==> src/rtl/lsu_pkg.sv <==
// rtl/lsu_pkg.sv - shared funct3 codes, FSM state type and alignment helper for the load/store unit
package lsu_pkg;

  localparam logic [2:0] F3_B  = 3'b000;
  localparam logic [2:0] F3_H  = 3'b001;
  localparam logic [2:0] F3_W  = 3'b010;
  localparam logic [2:0] F3_BU = 3'b100;
  localparam logic [2:0] F3_HU = 3'b101;

  typedef enum logic [1:0] {
    IDLE      = 2'd0,
    LOAD_RESP = 2'd1,
    RMW_WRITE = 2'd2,
    DONE      = 2'd3
  } lsu_state_t;

  // Halfwords need an even address, words need a word-aligned address.
  function automatic logic is_misaligned(input logic [2:0] funct3, input logic [1:0] offset);
    case (funct3)
      F3_H, F3_HU: return offset[0];
      F3_W:        return offset != 2'b00;
      default:     return 1'b0;
    endcase
  endfunction

endpackage

==> src/rtl/load_store_unit_if.sv <==
// rtl/load_store_unit_if.sv - core request/response and data-memory bus of the load/store unit
interface load_store_unit_if #(
  parameter int N = 32
);
  logic         req_valid;
  logic         req_write;
  logic [2:0]   req_funct3;
  logic [N-1:0] req_addr;
  logic [N-1:0] req_wdata;
  logic         busy;
  logic         resp_valid;
  logic [N-1:0] resp_rdata;
  logic         resp_err;
  logic [N-1:0] mem_addr;
  logic         mem_write_enable;
  logic [N-1:0] mem_write_data;
  logic [N-1:0] mem_read_data;

  // The load/store unit itself.
  modport slave (
    input  req_valid, req_write, req_funct3, req_addr, req_wdata, mem_read_data,
    output busy, resp_valid, resp_rdata, resp_err, mem_addr, mem_write_enable, mem_write_data
  );

  // The core plus data memory around it.
  modport master (
    output req_valid, req_write, req_funct3, req_addr, req_wdata, mem_read_data,
    input  busy, resp_valid, resp_rdata, resp_err, mem_addr, mem_write_enable, mem_write_data
  );
endinterface

==> src/rtl/lsu_lane_align.sv <==
// rtl/lsu_lane_align.sv - load byte/half extraction with extension, and store lane merge
module lsu_lane_align
  import lsu_pkg::*;
#(
  parameter int N = 32
) (
  input  logic [N-1:0] word_i,
  input  logic [1:0]   offset_i,
  input  logic [2:0]   funct3_i,
  input  logic [N-1:0] wdata_i,
  output logic [N-1:0] load_data_o,
  output logic [N-1:0] store_word_o
);

  logic [7:0]  byte_sel;
  logic [15:0] half_sel;

  assign byte_sel = word_i[{offset_i, 3'b000} +: 8];
  assign half_sel = word_i[{offset_i[1], 4'b0000} +: 16];

  // Load result: pick the addressed lane, then sign- or zero-extend.
  always_comb begin
    load_data_o = word_i;
    case (funct3_i)
      F3_B:    load_data_o = {{(N-8){byte_sel[7]}}, byte_sel};
      F3_BU:   load_data_o = {{(N-8){1'b0}}, byte_sel};
      F3_H:    load_data_o = {{(N-16){half_sel[15]}}, half_sel};
      F3_HU:   load_data_o = {{(N-16){1'b0}}, half_sel};
      default: load_data_o = word_i;
    endcase
  end

  // Store merge: replace only the addressed lane of the word read back.
  always_comb begin
    store_word_o = word_i;
    case (funct3_i)
      F3_B:    store_word_o[{offset_i, 3'b000} +: 8]     = wdata_i[7:0];
      F3_H:    store_word_o[{offset_i[1], 4'b0000} +: 16] = wdata_i[15:0];
      default: store_word_o = wdata_i;
    endcase
  end

endmodule

==> src/rtl/load_store_unit.sv <==
// rtl/load_store_unit.sv - RV32I load/store initiator with read-modify-write for sub-word stores
module load_store_unit
  import lsu_pkg::*;
#(
  parameter int N    = 32,
  parameter int SIZE = 64
) (
  input  logic             clk,
  input  logic             rst,
  load_store_unit_if.slave bus
);

  lsu_state_t   state_q, state_d;
  logic [N-1:0] addr_q, addr_d;
  logic [1:0]   off_q, off_d;
  logic [2:0]   f3_q, f3_d;
  logic         wr_q, wr_d;
  logic [N-1:0] wdata_q, wdata_d;
  logic         err_q, err_d;

  logic [N-1:0] req_idx;
  logic         req_err;
  logic [N-1:0] load_data;
  logic [N-1:0] merged_word;

  logic         we_c;
  logic [N-1:0] wd_c;
  logic [N-1:0] mem_addr_c;
  logic         resp_valid_c;
  logic [N-1:0] resp_rdata_c;
  logic         resp_err_c;

  assign req_idx = {2'b00, bus.req_addr[N-1:2]};

  // Reject misaligned, undefined funct3, store with unsigned funct3, or index beyond memory.
  always_comb begin
    req_err = is_misaligned(bus.req_funct3, bus.req_addr[1:0])
           || (bus.req_funct3 == 3'b011) || (bus.req_funct3 == 3'b110) || (bus.req_funct3 == 3'b111)
           || (bus.req_write && bus.req_funct3[2])
           || (req_idx >= N'(SIZE));
  end

  lsu_lane_align #(.N(N)) u_align (
    .word_i      (bus.mem_read_data),
    .offset_i    (off_q),
    .funct3_i    (f3_q),
    .wdata_i     (wdata_q),
    .load_data_o (load_data),
    .store_word_o(merged_word)
  );

  // Next state, request latching and memory/response drive.
  always_comb begin
    state_d      = state_q;
    addr_d       = addr_q;
    off_d        = off_q;
    f3_d         = f3_q;
    wr_d         = wr_q;
    wdata_d      = wdata_q;
    err_d        = err_q;
    we_c         = 1'b0;
    wd_c         = '0;
    mem_addr_c   = addr_q;
    resp_valid_c = 1'b0;
    resp_rdata_c = '0;
    resp_err_c   = 1'b0;
    case (state_q)
      IDLE: begin
        mem_addr_c = req_idx;
        if (bus.req_valid) begin
          addr_d  = req_idx;
          off_d   = bus.req_addr[1:0];
          f3_d    = bus.req_funct3;
          wr_d    = bus.req_write;
          wdata_d = bus.req_wdata;
          err_d   = req_err;
          if (req_err) begin
            state_d = DONE;
          end else if (bus.req_write) begin
            if (bus.req_funct3 == F3_W) begin
              we_c    = 1'b1;
              wd_c    = bus.req_wdata;
              state_d = DONE;
            end else begin
              state_d = RMW_WRITE;
            end
          end else begin
            state_d = LOAD_RESP;
          end
        end
      end
      LOAD_RESP: begin
        resp_valid_c = 1'b1;
        resp_rdata_c = load_data;
        state_d      = IDLE;
      end
      RMW_WRITE: begin
        we_c    = wr_q;
        wd_c    = merged_word;
        state_d = DONE;
      end
      DONE: begin
        resp_valid_c = 1'b1;
        resp_err_c   = err_q;
        state_d      = IDLE;
      end
      default: state_d = IDLE;
    endcase
  end

  // State and latched request, cleared by reset so a pending RMW is dropped.
  always_ff @(posedge clk) begin
    if (rst) begin
      state_q <= IDLE;
      addr_q  <= '0;
      off_q   <= '0;
      f3_q    <= '0;
      wr_q    <= 1'b0;
      wdata_q <= '0;
      err_q   <= 1'b0;
    end else begin
      state_q <= state_d;
      addr_q  <= addr_d;
      off_q   <= off_d;
      f3_q    <= f3_d;
      wr_q    <= wr_d;
      wdata_q <= wdata_d;
      err_q   <= err_d;
    end
  end

  assign bus.busy             = (state_q != IDLE);
  assign bus.resp_valid       = resp_valid_c;
  assign bus.resp_rdata       = resp_rdata_c;
  assign bus.resp_err         = resp_err_c;
  assign bus.mem_addr         = mem_addr_c;
  assign bus.mem_write_enable = we_c & ~rst;
  assign bus.mem_write_data   = wd_c;

endmodule

==> src/flat_wrapper.sv <==
// flat-port wrapper written by rule: the top's interface ports become plain ports
module load_store_unit_flat import lsu_pkg::*;
#(
  parameter int N    = 32,
  parameter int SIZE = 64
)
  (clk, rst, bus_req_valid, bus_req_write, bus_req_funct3, bus_req_addr, bus_req_wdata, bus_mem_read_data, bus_busy, bus_resp_valid, bus_resp_rdata, bus_resp_err, bus_mem_addr, bus_mem_write_enable, bus_mem_write_data);
  load_store_unit_if #(.N(N)) bus_i ();
  input  logic clk;
  input  logic rst;
  input wire logic [$bits(bus_i.req_valid)-1:0] bus_req_valid;
  input wire logic [$bits(bus_i.req_write)-1:0] bus_req_write;
  input wire logic [$bits(bus_i.req_funct3)-1:0] bus_req_funct3;
  input wire logic [$bits(bus_i.req_addr)-1:0] bus_req_addr;
  input wire logic [$bits(bus_i.req_wdata)-1:0] bus_req_wdata;
  input wire logic [$bits(bus_i.mem_read_data)-1:0] bus_mem_read_data;
  output wire logic [$bits(bus_i.busy)-1:0] bus_busy;
  output wire logic [$bits(bus_i.resp_valid)-1:0] bus_resp_valid;
  output wire logic [$bits(bus_i.resp_rdata)-1:0] bus_resp_rdata;
  output wire logic [$bits(bus_i.resp_err)-1:0] bus_resp_err;
  output wire logic [$bits(bus_i.mem_addr)-1:0] bus_mem_addr;
  output wire logic [$bits(bus_i.mem_write_enable)-1:0] bus_mem_write_enable;
  output wire logic [$bits(bus_i.mem_write_data)-1:0] bus_mem_write_data;
  assign bus_i.req_valid = bus_req_valid;
  assign bus_i.req_write = bus_req_write;
  assign bus_i.req_funct3 = bus_req_funct3;
  assign bus_i.req_addr = bus_req_addr;
  assign bus_i.req_wdata = bus_req_wdata;
  assign bus_i.mem_read_data = bus_mem_read_data;
  assign bus_busy = bus_i.busy;
  assign bus_resp_valid = bus_i.resp_valid;
  assign bus_resp_rdata = bus_i.resp_rdata;
  assign bus_resp_err = bus_i.resp_err;
  assign bus_mem_addr = bus_i.mem_addr;
  assign bus_mem_write_enable = bus_i.mem_write_enable;
  assign bus_mem_write_data = bus_i.mem_write_data;
  load_store_unit #(.N(N), .SIZE(SIZE)) u_core (.clk(clk), .rst(rst), .bus(bus_i));
endmodule
==> config.mk <==
export PLATFORM = sky130hd
export DESIGN_NAME = load_store_unit_flat
export DESIGN_NICKNAME = d
export VERILOG_FILES = /design/src/rtl/lsu_pkg.sv /design/src/rtl/load_store_unit_if.sv /design/src/rtl/lsu_lane_align.sv /design/src/rtl/load_store_unit.sv /design/src/flat_wrapper.sv
export SDC_FILE = /design/constraint.sdc
export NUM_CORES = 1
export LEC_CHECK = 0
export BUFFER_PORTS_ARGS = -buffer_cell sky130_fd_sc_hd__clkbuf_2
export CAP_MARGIN = 20
export CORE_ASPECT_RATIO = 0.75
export CORE_MARGIN = 5
export CORE_UTILIZATION = 53
export CTS_CLUSTER_DIAMETER = 60
export CTS_CLUSTER_SIZE = 20
export DETAILED_ROUTE_END_ITERATION = 10
export GPL_TIMING_DRIVEN = 1
export HOLD_SLACK_MARGIN = 0.12
export PLACE_DENSITY = 0.95
export SLEW_MARGIN = 40
export SYNTH_ARGS = -nofsm -noshare
export SYNTH_HDL_FRONTEND = slang
export SYNTH_SLANG_ARGS = --single-unit
==> constraint.sdc <==
create_clock -name clk -period 7.3 [get_ports clk]
set_input_delay 0.365 -clock clk [delete_from_list [all_inputs] [get_ports clk]]
set_output_delay 0.365 -clock clk [all_outputs]
set_load 0.005 [all_outputs]
==> metrics.txt, run 1 <==
Final GP Congestion roughly 0.96; worst skew pair latency ~330 ps; DRT Pass-1 Iters 6; total power 1250 µW; Async SR Flop Fraction 0%; DIE WIDTH around 120 µm; Final Skew between 10 and 15 ps; Cells after Synth 673; Nets 938; ANT nets after route 0; fin crit share 45.9%; Synth area leaders dfxtp_1 (29%), nand2_1 (14%), a21oi_1 (7.8%); # diodes 0; RSZ-0062 raised after global routing no; CP endpoint kind output pin; Fmax achieved about 300 MHz; DRC 0; Yosys top cell by area dfxtp_1; setup_tns 0 ps; Final Setup Violations 0; Primary FF master, synth dfxtp_1; die height 93.9 µm; leak pwr 0.00273 µW; final wirelength 17.8 mm; Reg-to-Reg Start u_core.state_q[0]; CTS HTree Levels 3; Worst EP arrival 2980 ps; Yosys reg bits ~70; Synth cell types between 50 and 60; Global Route Usage Sum between 30% and 40%; Synth Area in Adders 1.26%; DR iter-0 viols 724; WL/cell between 15 and 20 µm; placed cells about 950; Yosys Warn Count 0; PostCTS Resize Cnt 0; die area 11400 µm²; Peak VDD IR 0.153 mV; CP Class reg2out; Worst Path Max Fanout 24; final critical-path required period 3350 ps; outcome finished, final reports clean; TritonCTS Buffers 9; clk slew on worst S/H paths roughly 60 ps; vias per cell 6.20; share of cells above drive strength 1 35.8%; worst relative slew slack 50.2%; Worst Hold Class in2reg; # clock sinks 71; routed via count between 5000 and 6000; final hold slack 277 ps; fin area 6260 µm²; Worst Tran Pin Value 747 ps; worst hold start bus_req_wdata[18]; largest net degree at the start of global routing 73; Root Buffer clkbuf_16; CP startpoint kind flop; P per Cell Area 200 nW/µm²; syn avg cell area between 7 and 8 µm²; core area 9120 µm²; Seq/Total Area, Yosys between 20% and 30%; I/O Pins 203; Critical Path Source u_core.off_q[0]; post-CTS setup repair buffer count 0; simple-gate share of the synthesized area 26.6%; Hold-fix buffers, CTS 0; Placed Area 5940 µm²; vias in the first global route 5388; largest family of logic cells by synthesized area simple AND/OR/NAND/NOR gates; area share of xor/xnor cells in the synthesized design 0%; Max Slew Vio Count 0; mux cell area share after synthesis 11.1%; Max clock buf depth 2; Max Cap Viol 0; Starting Density a little over half; Row Count 30; first-pass GRT wire length 28.0 mm; hpwl dp 13.3 mm; post-route insts no fill about 960; initial antenna violation count 0; Synth top area share between 20% and 30%; TritonCTS clock tree built; Post-synth EDFFs 0; P&R area growth vs syn 25.7%; Synth Area in Compound Gates approximately a quarter; final hold violations 0; Worst EP required 6930 ps; netlist area before placement around 5000 µm²; IO Port Bufs 200; grt total ovfl 0
[metrics by stage]
| step | util, % | setup slack [ps] |
|---|---|---|
| after floorplan | - | 4630 |
| after global placement | 65.0 | 3950 |
| after detailed placement | 65.2 | 4220 |
| after CTS | 68.4 | 3880 |
| after global routing | 68.6 | 3780 |
| final | 68.6 | 3950 |
[logic make-up after synthesis]
logic type / Yosys count
adders and majority gates: 5
DFF: 71
other: 1
buffers and inverters: 72
muxes: 41
and+or+nand+nor: 281
AOI/OAI and AO/OA: 202
[cell type report]
| type | instances | area, µm² |
|---|---|---|
| clock buffer | 10 | 239 |
| clock inverter | 6 | 60.1 |
| fill | 800 | 2870 |
| inverter | 9 | 33.8 |
| multi-input combinational | 531 | 3280 |
| sequential | 71 | 1420 |
| tap | 128 | 160 |
| timing repair buffer | 208 | 1060 |
[state kept, by name, summed over array words and instances (netlist names)]
register,count
u_core.addr_q,30
u_core.err_q,1
u_core.f3_q,3
u_core.off_q,2
u_core.state_q,2
u_core.wdata_q,32
u_core.wr_q,1
[where the power goes]
group          internal, µW  leakage, µW  switching [µW]
Sequential              418     0.000583            33.4
Combinational           152      0.00200             210
Clock                   272     0.000144             165
Total                   841      0.00273             408
[placed cells by master, fill, tap and decap left out, types with 2 or more instances in the layout]
cell,instances
nor2_1,11
nand2_1,189
o22ai_1,8
inv_1,9
clkbuf_2,200
clkbuf_16,9
clkinvlp_4,2
or4_1,2
or4_4,2
clkinv_2,3
nor2b_2,2
buf_4,8
ha_1,5
nand2b_1,2
nand3_1,18
a22oi_1,9
or4b_2,2
and4b_1,8
o21ai_0,17
nor4_1,5
o22a_1,7
o211ai_1,8
nor3_1,8
mux2_2,32
dfxtp_2,2
mux4_2,8
a32oi_1,8
and4_1,3
dfxtp_1,69
conb_1,2
a211oi_1,8
a21oi_1,78
a222oi_1,7
nor4b_1,2
o21ai_1,24
nand4_1,8
nor2b_1,2
a31o_2,16
and3_1,4
[cell usage after synthesis, types with 3 or more instances]
| cell | count |
|---|---|
| a211oi_1 | 8 |
| a21oi_1 | 78 |
| a222oi_1 | 7 |
| a22oi_1 | 9 |
| a31o_2 | 16 |
| a32oi_1 | 8 |
| and3_1 | 4 |
| and4_1 | 3 |
| and4b_1 | 8 |
| buf_1 | 7 |
| buf_2 | 11 |
| buf_4 | 3 |
| clkbuf_1 | 41 |
| dfxtp_1 | 71 |
| ha_1 | 5 |
| inv_1 | 9 |
| mux2_2 | 32 |
| mux4_2 | 8 |
| nand2_1 | 190 |
| nand2b_1 | 3 |
| nand3_1 | 18 |
| nand4_1 | 8 |
| nor2_1 | 12 |
| nor2b_1 | 4 |
| nor3_1 | 8 |
| nor4_1 | 5 |
| o211ai_1 | 8 |
| o21ai_0 | 17 |
| o21ai_1 | 24 |
| o22a_1 | 7 |
| o22ai_1 | 8 |
[worst paths after layout]
path / endpoint / slack (ps) / cells past startpoint
max: bus_mem_write_data[6] / 3950 / 7
min: u_core.wdata_q[18] / 280 / 3
max reg2reg: u_core.wdata_q[0] / 5210 / 6
min reg2reg: u_core.addr_q[2] / 450 / 2
[metal layers]
layer	up-vias	wire length, µm	global-route usage (%)
li1	2766	-	-
met1	2767	7440	44.5
met2	398	7890	45.7
met3	35	2110	6.68
met4	0	379	7.84
met5	-	0	0
[worst max-delay path: stages, from the launching register on]
cell and delay, ps:
dfxtp_2 640, inv_1 200, ha_1 450, or4bb_1 540
o211ai_2 360, a32oi_1 170, o21ai_1 130, clkbuf_2 150
No activity file was read; power rests on OpenSTA's default activity.
==> inputs of run 2 (changes only) <==
Settings changed: CORE_UTILIZATION 53 to 49, PLACE_DENSITY 0.95 to 0.89.
Clock period 7.3 ns to 3.5 ns, I/O delays scaled along.
==> run 2 against run 1 <==
Sequential power increased by 110%. Total power increased by 120%. Worst setup slack got worse by 3200 ps. First-iteration DRC count decreased by 4.7%. Largest power group is now the clock network. Register-to-register slack got worse by 4100 ps. Sequential share of layout area decreased by 2.1 points. Routed wire length increased by 9.6%. Non-clock buffer count increased by 65.
==> metrics.txt, run 2 (synthesized netlist as in run 1, its figures left out) <==
outcome finished, final reports clean; hpwl dp around 14 mm; most common cell after layout, fill and taps aside clkbuf_2; final hold slack 131 ps; CTS HTree Levels 3; DRT Pass-1 Iters 6; Placed Area 6000 µm²; core area 9770 µm²; share of cells above drive strength 1 33.3%; final critical-path required period 2780 ps; fin area 6890 µm²; max reg flops 32; WL/cell approximately 19 µm; final hold violations 0; Peak VDD IR 0.242 mV; routed via count roughly 6200; Final Skew between 4 and 5 ps; Max clock buf depth 2; die area 12300 µm²; CP startpoint kind flop; top flop regs u_core.wdata_q: 32 flops, u_core.addr_q: 30 flops, u_core.f3_q: 3 flops; ANT nets after route 0; Global Route Usage Sum 30.2%; DRC 0; vias in the first global route approximately 6000; setup_tns 0 ps; die height 97.3 µm; Worst Path Max Fanout 11; leak pwr 0.00302 µW; clk slew on worst S/H paths 60 ps; Worst Tran Pin Value 806 ps; Starting Density 50.9%; grt total ovfl 0; Flop pwr share 33.7%; fin crit share 79.5%; Final Setup Violations 0; most frequent cells in the layout clkbuf_2 (200), nand2_1 (189), a21oi_1 (78), dfxtp_1 (71), dlygate4sd3_1 (57); initial antenna violation count 0; Max Cap Viol 0; fillers 816; TritonCTS clock tree built; first-pass GRT wire length 30.7 mm; Fmax achieved ~360 MHz; CP Class reg2out; switching power between 800 and 900 µW; TritonCTS Buffers 9; Worst Hold Class in2reg; worst skew pair latency 330 ps; RSZ-0062 raised after global routing no; I/O Pins approximately 200; # diodes 0; P per Cell Area around 400 nW/µm²; Nets 1003; Switching Share a little under a third; DIE WIDTH 126 µm; total power 2750 µW; largest net degree at the start of global routing 50; final wirelength between 15 and 20 mm; Root Buffer clkbuf_16; IO Port Bufs 200; Row Count 31; most flop-heavy register u_core.wdata_q; P&R area growth vs syn 38.4%; Comb power frac a little under a third; # clock sinks a little over 70; DR iter-0 viols 690; CP endpoint kind output pin; worst relative slew slack 46.2%; vias per cell 6.02; Final GP Congestion 1.01; power share of the clock group between 30% and 40%; Max Slew Vio Count 0; post-CTS setup repair buffer count 0; Worst EP arrival 2610 ps; Worst EP required about 3300 ps; Pint 1880 µW; PostCTS Resize Cnt 0
## run 2: critical path: stages, from the launching register on
cell and delay, ps:
dfxtp_1 330, inv_1 120, ha_1 440, or4bb_1 570
o211ai_2 380, a32oi_1 170, o21ai_1 130, clkbuf_2 140
## run 2: path summary, 6_finish.rpt
path,start,end,slack (ps),cells after the start
setup / recovery,u_core.off_q[1],bus_mem_write_data[2],720,7
hold / removal,bus_req_wdata[24],u_core.wdata_q[24],130,3
setup reg to reg,u_core.state_q[0],u_core.state_q[1],1130,6
hold reg to reg,u_core.wdata_q[25],u_core.wdata_q[25],450,2
## run 2: per-stage QoR
stage / utilization, % / cells / setup WS, ps
4_1_cts: 70.5 / 1031 / 777
5_1_grt: 70.5 / 1031 / 555
6_report: 70.5 / 1031 / 716
2_1_floorplan: - / 674 / 1020
3_3_place_gp: 61.4 / 959 / 1270
3_5_place_dp: 61.4 / 959 / 1140
## run 2: what timing repair did
| item | CTS | global route |
|---|---|---|
| hold buffers | 57 | 0 |
| hold endpoints to repair | 57 | 0 |
| setup endpoints to repair | 0 | 0 |
## run 2: final cells by class
class / count / area [µm²] / area share [%]
Timing Repair Buffer: 273 / 1690 / 24.6
Inverter: 9 / 33.8 / 0.490
Sequential cell: 71 / 1420 / 20.6
Clock inverter: 3 / 67.6 / 0.981
Tap cell: 132 / 165 / 2.40
Multi-Input combinational cell: 531 / 3260 / 47.4
Clock buffer: 12 / 246 / 3.58
## run 2: power by group through the flow
stage | registers, µW | logic (µW) | clock network (µW)
finish | 926 | 842 | 978
global route | 930 | 910 | 1010
CTS | 922 | 820 | 984
detailed placement | 939 | 766 | 0
global placement | 937 | 752 | 0
floorplan | 917 | 475 | 0
## run 2: per-layer routing
metal | wire length (µm) | vias up | GRT usage (%)
met5 | 0 | - | 0
met4 | 526 | 0 | 9.81
met3 | 2370 | 65 | 7.36
met2 | 8850 | 420 | 48.3
met1 | 7780 | 2828 | 40.0
li1 | - | 2892 | -
